===== src/rtl/trafparser_pkg.sv =====
// Shared types for the trafparser source arbiter: FSM states, the
// packet word bundle and the per-source packet counter width.
package trafparser_pkg;

    typedef enum logic [1:0] {
        IDLE,
        XFER,
        GAP
    } arb_state_t;

    // Same field order as the parser's delay register.
    typedef struct packed {
        logic [2:0]  mod;
        logic        sop;
        logic        eop;
        logic [63:0] data;
    } pkt_word_t;

    localparam int CNT_W = 32;

endpackage


===== src/rtl/trafparser_rr_pick.sv =====
// Combinational round-robin picker: first requester strictly after
// 'last', wrapping; 'last' itself is considered last.
module trafparser_rr_pick
    import trafparser_pkg::*;
#(
    parameter int n_p = 4
) (
    input  logic [n_p-1:0]         req,
    input  logic [$clog2(n_p)-1:0] last,
    output logic [$clog2(n_p)-1:0] idx,
    output logic                   any
);

    localparam int IW = $clog2(n_p);

    always_comb begin
        idx = last;
        any = 1'b0;
        for (int off = 1; off <= n_p; off++) begin
            if (!any && req[(int'(last) + off) % n_p]) begin
                any = 1'b1;
                idx = IW'((int'(last) + off) % n_p);
            end
        end
    end

endmodule


===== src/rtl/trafparser_src_arb.sv =====
// Packet-atomic round-robin merge of show-ahead source FIFOs into one
// strobe stream. Per-source packet counters under TRAFPARSER_ARB_CNT_EN.
module trafparser_src_arb
    import trafparser_pkg::*;
#(
    parameter int src_cnt_p = 4,
    parameter int gap_p     = 1
) (
    input  logic                          clk_i,
    input  logic                          rst_i,
    input  logic                          srst_i,
    input  logic                          en_i,
    input  logic [src_cnt_p-1:0]          src_req_i,
    input  logic [src_cnt_p-1:0]          src_val_i,
    input  logic [64*src_cnt_p-1:0]       src_data_i,
    input  logic [3*src_cnt_p-1:0]        src_mod_i,
    input  logic [src_cnt_p-1:0]          src_sop_i,
    input  logic [src_cnt_p-1:0]          src_eop_i,
    output logic [src_cnt_p-1:0]          src_rd_o,
    output logic [63:0]                   pkt_data_o,
    output logic [2:0]                    pkt_mod_o,
    output logic                          pkt_sop_o,
    output logic                          pkt_eop_o,
    output logic                          pkt_en_o,
    output logic [$clog2(src_cnt_p)-1:0]  grant_o,
    output logic                          busy_o,
`ifdef TRAFPARSER_ARB_CNT_EN
    output logic [CNT_W*src_cnt_p-1:0]    src_pkt_cnt_o,
`endif
    output logic                          sop_err_o
);

    localparam int GW = $clog2(src_cnt_p);
    localparam logic [1:0] GAP_LAST = (gap_p > 0) ? 2'(gap_p - 1) : 2'd0;

    arb_state_t state_q, state_d;
    logic [GW-1:0] grant_q, grant_d;
    logic [GW-1:0] rr_q, rr_d;
    logic [GW-1:0] pick_idx;
    logic          pick_any;
    logic [1:0]    gap_q, gap_d;
    logic          first_q, first_d;
    logic [src_cnt_p-1:0] rd;
    logic          pop;
    logic          pop_eop;
    pkt_word_t     head;
    pkt_word_t     word_q;
    logic          pen_q;
    logic          err_q;
    int            gi;

    trafparser_rr_pick #(
        .n_p (src_cnt_p)
    ) u_pick (
        .req  (src_req_i),
        .last (rr_q),
        .idx  (pick_idx),
        .any  (pick_any)
    );

    always_comb begin
        gi        = int'(grant_q);
        head.mod  = src_mod_i[3*gi +: 3];
        head.sop  = src_sop_i[gi];
        head.eop  = src_eop_i[gi];
        head.data = src_data_i[64*gi +: 64];
    end

    // srst_i kills the pop in the same cycle it is seen.
    always_comb begin
        rd = '0;
        if (state_q == XFER && !srst_i) begin
            rd[grant_q] = src_val_i[grant_q];
        end
    end

    assign pop     = |rd;
    assign pop_eop = pop && head.eop;

    always_comb begin
        state_d = state_q;
        grant_d = grant_q;
        rr_d    = rr_q;
        gap_d   = gap_q;
        first_d = first_q;
        unique case (state_q)
            IDLE: begin
                if (en_i && pick_any) begin
                    state_d = XFER;
                    grant_d = pick_idx;
                    first_d = 1'b1;
                end
            end
            XFER: begin
                if (pop) begin
                    first_d = 1'b0;
                end
                if (pop_eop) begin
                    rr_d    = grant_q;
                    gap_d   = 2'd0;
                    state_d = (gap_p > 0) ? GAP : IDLE;
                end
            end
            GAP: begin
                if (gap_q == GAP_LAST) begin
                    state_d = IDLE;
                end else begin
                    gap_d = gap_q + 2'd1;
                end
            end
            default: state_d = IDLE;
        endcase
    end

    always_ff @(posedge clk_i or posedge rst_i) begin
        if (rst_i) begin
            state_q <= IDLE;
            grant_q <= '0;
            rr_q    <= GW'(src_cnt_p - 1);
            gap_q   <= 2'd0;
            first_q <= 1'b0;
        end else if (srst_i) begin
            state_q <= IDLE;
            grant_q <= '0;
            rr_q    <= GW'(src_cnt_p - 1);
            gap_q   <= 2'd0;
            first_q <= 1'b0;
        end else begin
            state_q <= state_d;
            grant_q <= grant_d;
            rr_q    <= rr_d;
            gap_q   <= gap_d;
            first_q <= first_d;
        end
    end

    // Word fields hold between strobes; only the strobe drops.
    always_ff @(posedge clk_i or posedge rst_i) begin
        if (rst_i) begin
            word_q <= '0;
            pen_q  <= 1'b0;
            err_q  <= 1'b0;
        end else if (srst_i) begin
            word_q <= '0;
            pen_q  <= 1'b0;
            err_q  <= 1'b0;
        end else begin
            pen_q <= pop;
            err_q <= pop && first_q && !head.sop;
            if (pop) begin
                word_q <= head;
            end
        end
    end

`ifdef TRAFPARSER_ARB_CNT_EN
    logic [CNT_W-1:0] cnt_q [src_cnt_p];

    always_ff @(posedge clk_i or posedge rst_i) begin
        if (rst_i) begin
            for (int k = 0; k < src_cnt_p; k++) cnt_q[k] <= '0;
        end else if (srst_i) begin
            for (int k = 0; k < src_cnt_p; k++) cnt_q[k] <= '0;
        end else if (pop_eop && cnt_q[grant_q] != '1) begin
            cnt_q[grant_q] <= cnt_q[grant_q] + CNT_W'(1);
        end
    end

    for (genvar k = 0; k < src_cnt_p; k++) begin : g_cnt
        assign src_pkt_cnt_o[CNT_W*k +: CNT_W] = cnt_q[k];
    end
`endif

    assign src_rd_o   = rd;
    assign pkt_data_o = word_q.data;
    assign pkt_mod_o  = word_q.mod;
    assign pkt_sop_o  = word_q.sop;
    assign pkt_eop_o  = word_q.eop;
    assign pkt_en_o   = pen_q;
    assign sop_err_o  = err_q;
    assign grant_o    = grant_q;
    assign busy_o     = (state_q == XFER);

endmodule

===== config.mk =====
export PLATFORM = sky130hd
export DESIGN_NAME = trafparser_src_arb
export DESIGN_NICKNAME = d
export VERILOG_FILES = /design/src/rtl/trafparser_pkg.sv /design/src/rtl/trafparser_rr_pick.sv /design/src/rtl/trafparser_src_arb.sv
export SDC_FILE = /design/constraint.sdc
export NUM_CORES = 1
export LEC_CHECK = 0
export CAP_MARGIN = 20
export CORE_AREA = 2 2 148 150
export CTS_CLUSTER_DIAMETER = 60
export DETAILED_ROUTE_END_ITERATION = 8
export DIE_AREA = 0 0 150 152
export GPL_ROUTABILITY_DRIVEN = 0
export PLACE_DENSITY = 0.7
export SLEW_MARGIN = 10
export SYNTH_ARGS = -nofsm -noshare
export SYNTH_HDL_FRONTEND = slang
export SYNTH_HIERARCHICAL = 1
export SYNTH_SLANG_ARGS = --single-unit

===== constraint.sdc =====
create_clock -name clk_i -period 2.4 [get_ports clk_i]
set_input_delay 0.48 -clock clk_i [delete_from_list [all_inputs] [get_ports clk_i]]
set_output_delay 0.48 -clock clk_i [all_outputs]
set_load 0.02 [all_outputs]

==> flow_summary.yaml, run 1 <==
clocking:
  path_clk_slew_ps: 60
  cts-buffers-inserted: 9
  clk_path_buf_depth: 2
  cts_root_buf: "clkbuf_16"
  cts_num_sinks: 80
  insertion_delay_ps: 340
  cts_htree_levels: 3
  tritoncts: "yes"
die:
  rows: 54
  die_width_um: 150
  ios: 366
  initial_utilization_pct: 24.36
  dieHeight_um: 152
  core-area_mm2: 0.02135
  die-area_mm2: 0.02280
yosys:
  ys_types: 34
  yosysSeqAreaShare_pct: 38.54
  avgSynthCellArea_um2: 13.20
  yosys_register_bits: 80
  yosysWarnings: 6
  synth_area_leaders: "dfrtp_1 38%, mux4_2 30%, a31o_1 8.4%"
  synth_top_cell_area_share_pct: 37.53
  synthCells: 394
  synth_top_cell_by_area: "dfrtp_1"
  synth_area_mm2: 0.005201
  synth_fp_nets: 683
sta:
  finalHoldViolCount: 0
  fin_crit_sh_pct: 96.08
  hold-worst-slack_ps: 500.1
  max_freq_mhz: 433.7
  fin_crit_ps: 2306
  final.setup.tns_ps: 0
  worstMarginPinSlew_ps: 501.6
  slew_headroom_pct: 66.10
  skew_ps: 8.550
  setup-violations-final: 0
  drv_slew: 0
global_routing:
  grt_usage_pct: 16.53
  grt_pass1_wl_mm: 29.49
  grt_pass1_vias: 5449
  antenna_found_initial: 0
  grt.overflow.total: 0
  grt_max_degree: 81
finish:
  register_area_mm2: 0.002012
  final_cell_mix: "361 x clkdlybuf4s50_1, 76 x dfrtp_1, 70 x mux4_2, 68 x and3_1, 50 x a31o_1"
  drive_gt1_share_pct: 17.76
  area_growth_pct: 84.80
  postLayoutCoreUtil_pct: 45.02
  layout_commonest_cell: "clkdlybuf4s50_1"
  multi_input_area_mm2: 0.002922
  nets: 1033
  fill_cells: 2007
  fin_cells: 1029
  num_antenna_cells: 0
power:
  seqPwrFrac_pct: 32.9
  power_frac_clock_pct: 35.5
  p_int_mw: 3.389
  p_leak_nw: 3.949
  peakVddDrop_mv: 0.3229
  netSwitchingFraction_pct: 25.18
  p_comb_share_pct: 31.6
  switching_power_mw: 1.141
  power_density_mw_per_mm2: 471.3
  total_power_mw: 4.530
critical_path:
  r2r_start: "state_q[0]"
  cp-startpoint: "srst_i"
  start_kind: "primary input"
  crit_arrival_ps: 1830
  required_ps: 1920
  path_class: "primary input to output port"
  end_kind: "output port"
  crit_fanout: 4
placed_design:
  dp_hpwl_mm: 14.73
  place_inst: 1013
  io_buffers: 365
worst_hold_path:
  hold_class: "flop to flop"
  min_from: "pkt_data_o[0]"
detailed_routing:
  wire_per_inst_um: 18.34
  drt_iter0_markers: 159
  wirelength_mm: 18.87
  antenna_left: 0
  drtPass1Iterations: 4
  vias_per_cell: 4.885
  drc: 0
  vias: 5027
job:
  drv_cap: 0
status:
  status: "completed"
==> routing by layer <==
metal	GRT usage, %	wire, µm	vias to the layer above	share of wire [%]
li1	-	-	2297	-
met1	18.97	6961	2490	37
met2	29.68	9990	216	53
met3	4.234	1548	24	8.2
met4	5.436	370	0	2.0
met5	0	0	-	0
==> flip-flops by register name (all words and copies together), names as in the netlist, 2 cells and up <==
signal	flops
pkt_data_o	64
pkt_mod_o	3
rr_q	2
state_q	2
grant_o	2
gap_q	2
==> power groups by stage <==
stage / logic (mW) / clock network [mW] / registers [mW]
finish: 1.43 / 1.61 / 1.49
floorplan: 0.563 / 0 / 1.59
global route: 1.53 / 1.72 / 1.50
CTS: 1.45 / 1.67 / 1.49
global placement: 1.43 / 0 / 1.51
detailed placement: 1.45 / 0 / 1.52
==> cell type report <==
| cell class | instances | share of cell area (%) |
|---|---|---|
| flip-flops and latches | 80 | 20.93 |
| clock buffers | 10 | 2.486 |
| well taps | 280 | 3.645 |
| inverters | 12 | 0.5077 |
| multi-input cells | 255 | 30.40 |
| repair buffers | 386 | 40.82 |
| clock inverters | 6 | 1.211 |
==> cell usage after synthesis <==
cell and instances:
nand3_1 2, o21ai_1 1, nand2_1 5, nor3b_2 1, dfrtp_1 78, nor2_1 9, mux4_2 70, buf_4 5
clkbuf_1 28, buf_2 9, or4_1 1, a31oi_1 2, a311o_1 3, nor4bb_1 1, a31o_2 18, inv_1 11
buf_1 1, clkinv_1 1, nor3b_1 2, dfstp_2 2, mux2i_1 5, ha_1 1, and4_1 2, a31o_1 50
nand2b_1 1, a21o_1 1, a221o_1 1, nor2b_1 1, nand2_2 1, buf_6 4, and3_1 68, nor3_1 2
a21oi_1 6, o22ai_1 1
==> critical path, cell delays in order <==
cell and delay (ps):
clkdlybuf4s50_1 460, nor3b_4 250, nand2_1 100, nor3b_1 200
clkdlybuf4s15_1 330
==> final timing paths <==
kind,slack [ps],cells after the start,end
min,500,1,pkt_data_o[0]
max in group asynchronous,1400,3,grant_o[0]
max reg2reg,370,5,pkt_data_o[43]
min in group asynchronous,610,3,pkt_data_o[16]
max,90,5,src_rd_o[2]
min reg2reg,500,1,pkt_data_o[0]
==> through the flow <==
step                setup WS (ps)  instance area, µm²
global route              -0.9697                9612
detailed placement         -328.0                9256
global placement           -292.8                9256
floorplan                   249.0                5205
CTS                         32.42                9607
finish                      94.05                9612
==> what timing repair did <==
action | CTS | global route
setup buffers | 0 | 0
hold endpoints to repair | 0 | 0
resized for setup | 4 | 2
hold buffers | 0 | 0
endpoints found under the setup margin | 4 | 64
==> kinds of logic (layout without fill, tap and decap cells) <==
logic type | count (synthesis) | count (layout) | synth area share (%)
and+or+nand+nor | 96 | 96 | 11.14
AOI/OAI and AO/OA | 83 | 83 | 13.40
adders and majority gates | 1 | 1 | 0.2405
muxes | 75 | 75 | 31.27
buffers and inverters | 59 | 414 | 5.412
DFF | 80 | 80 | 38.54
Power figures use the tool's default switching activity.
==> inputs of run 2 (changes only) <==
Settings changed: SKIP_LAST_GASP set to 1.
==> run 2 against run 1 <==
Fmax is 0.63% lower; critical path depth stayed put; first-iteration DRC count stayed put; critical endpoint unchanged.
==> flow_summary.yaml, run 2 (same netlist as run 1, synthesis figures left out) <==
clocking:
  tritoncts: "yes"
  cts-resized-gates: 4
  hold_buffers: 0
  cts_root_buf: "clkbuf_16"
  insertion_delay_ps: 340
  cts_htree_levels: 3
  clk_path_buf_depth: 2
  cts_num_sinks: 80
  path_clk_slew_ps: 60
  cts-buffers-inserted: 9
  postCtsSetupBuffers: 0
global_routing:
  grt_pass1_vias: 5449
  grt_max_degree: 81
  antenna_found_initial: 0
  grt.overflow.total: 0
  grt_usage_pct: 16.53
  grt_pass1_wl_mm: 29.49
sta:
  fin_crit_ps: 2321
  finalHoldViolCount: 0
  fin_crit_sh_pct: 96.69
  drv_slew: 0
  worstMarginPinSlew_ps: 501.6
  skew_ps: 8.550
  setup-violations-final: 0
  slew_headroom_pct: 66.10
  rsz0062_at_grt: "yes"
  max_freq_mhz: 430.9
placed_design:
  place_area_mm2: 0.009256
  io_buffers: 365
  dp_hpwl_mm: 14.73
die:
  core-area_mm2: 0.02135
  die-area_mm2: 0.02280
  dieHeight_um: 152
  rows: 54
  die_width_um: 150
  ios: 366
  initial_utilization_pct: 24.36
power:
  peakVddDrop_mv: 0.3229
  total_power_mw: 4.530
  power_density_mw_per_mm2: 471.3
  p_leak_nw: 3.953
worst_hold_path:
  hold_class: "flop to flop"
critical_path:
  crit_arrival_ps: 1840
  end_kind: "output port"
  start_kind: "primary input"
  crit_fanout: 4
  path_class: "primary input to output port"
  required_ps: 1920
finish:
  largest_register_ffs: 64
  drive_gt1_share_pct: 17.76
  layout_commonest_cell: "clkdlybuf4s50_1"
  area_growth_pct: 84.77
  final_area_mm2: 0.009610
  postLayoutCoreUtil_pct: 45.01
  nets: 1033
  num_antenna_cells: 0
  fill_cells: 2008
  final_cell_mix: "361 x clkdlybuf4s50_1, 76 x dfrtp_1, 70 x mux4_2, 68 x and3_1, 50 x a31o_1"
detailed_routing:
  vias: 5027
  antenna_left: 0
  vias_per_cell: 4.885
  wirelength_mm: 18.87
  wire_per_inst_um: 18.34
  drc: 0
  drt_iter0_markers: 159
  drtPass1Iterations: 4
job:
  drv_cap: 0
status:
  status: "completed"
## run 2: cell count changes in the layout (fill, tap and decap cells not counted)
cell / change
dlygate4sd2_1: +1
clkdlybuf4s15_1: -1
## run 2: path summary, 6_finish.rpt
check                      slack (ps)  cells past startpoint        endpoint           from
max                                80                      5     src_rd_o[2]         srst_i
min in group asynchronous         610                      3  pkt_data_o[16]          rst_i
min reg2reg                       500                      1   pkt_data_o[0]  pkt_data_o[0]
max in group asynchronous        1400                      3      grant_o[0]          rst_i
min                               500                      1   pkt_data_o[0]  pkt_data_o[0]
max reg2reg                       370                      5  pkt_data_o[43]     state_q[0]
## run 2: routing by layer
layer	global-route usage, %	routed length (µm)	part of all wire (%)	vias to the layer above
li1	-	-	-	2297
met1	18.97	6961	37	2490
met2	29.68	9990	53	216
met3	4.234	1548	8.2	24
met4	5.436	370	2.0	0
met5	0	0	0	-
## run 2: final cells by class
type	count	area, µm²	share of cell area [%]
Multi-Input combinational cell	255	2922	30.40
Timing Repair Buffer	386	3923	40.81
Clock buffer	10	239.0	2.487
Sequential cell	80	2012	20.93
Tap cell	280	350.3	3.645
Inverter	12	48.80	0.5077
Clock inverter	6	116.4	1.211
## run 2: per-stage QoR
step           TNS [ps]  std cells  worst slack [ps]  hold slack (ps)
6_report              0       1029             79.35            500.1
2_1_floorplan         0        394             249.0            483.0
3_5_place_dp     -20050       1013            -328.0            488.4
4_1_cts               0       1029             32.42            504.0
3_3_place_gp     -17950       1013            -292.8            481.0
5_1_grt          -15.20       1029            -15.20            519.0
## run 2: report_power, final
part	switching, mW	internal [mW]	total [mW]
Combinational	0.525	0.906	1.43
Sequential	0.0583	1.43	1.49
Clock	0.558	1.05	1.61
Total	1.14	3.39	4.53
## run 2: worst max-delay path, stage by stage
cell and delay [ps]:
clkdlybuf4s50_1 460, nor3b_4 250, nand2_1 100, nor3b_1 190, dlygate4sd2_1 360
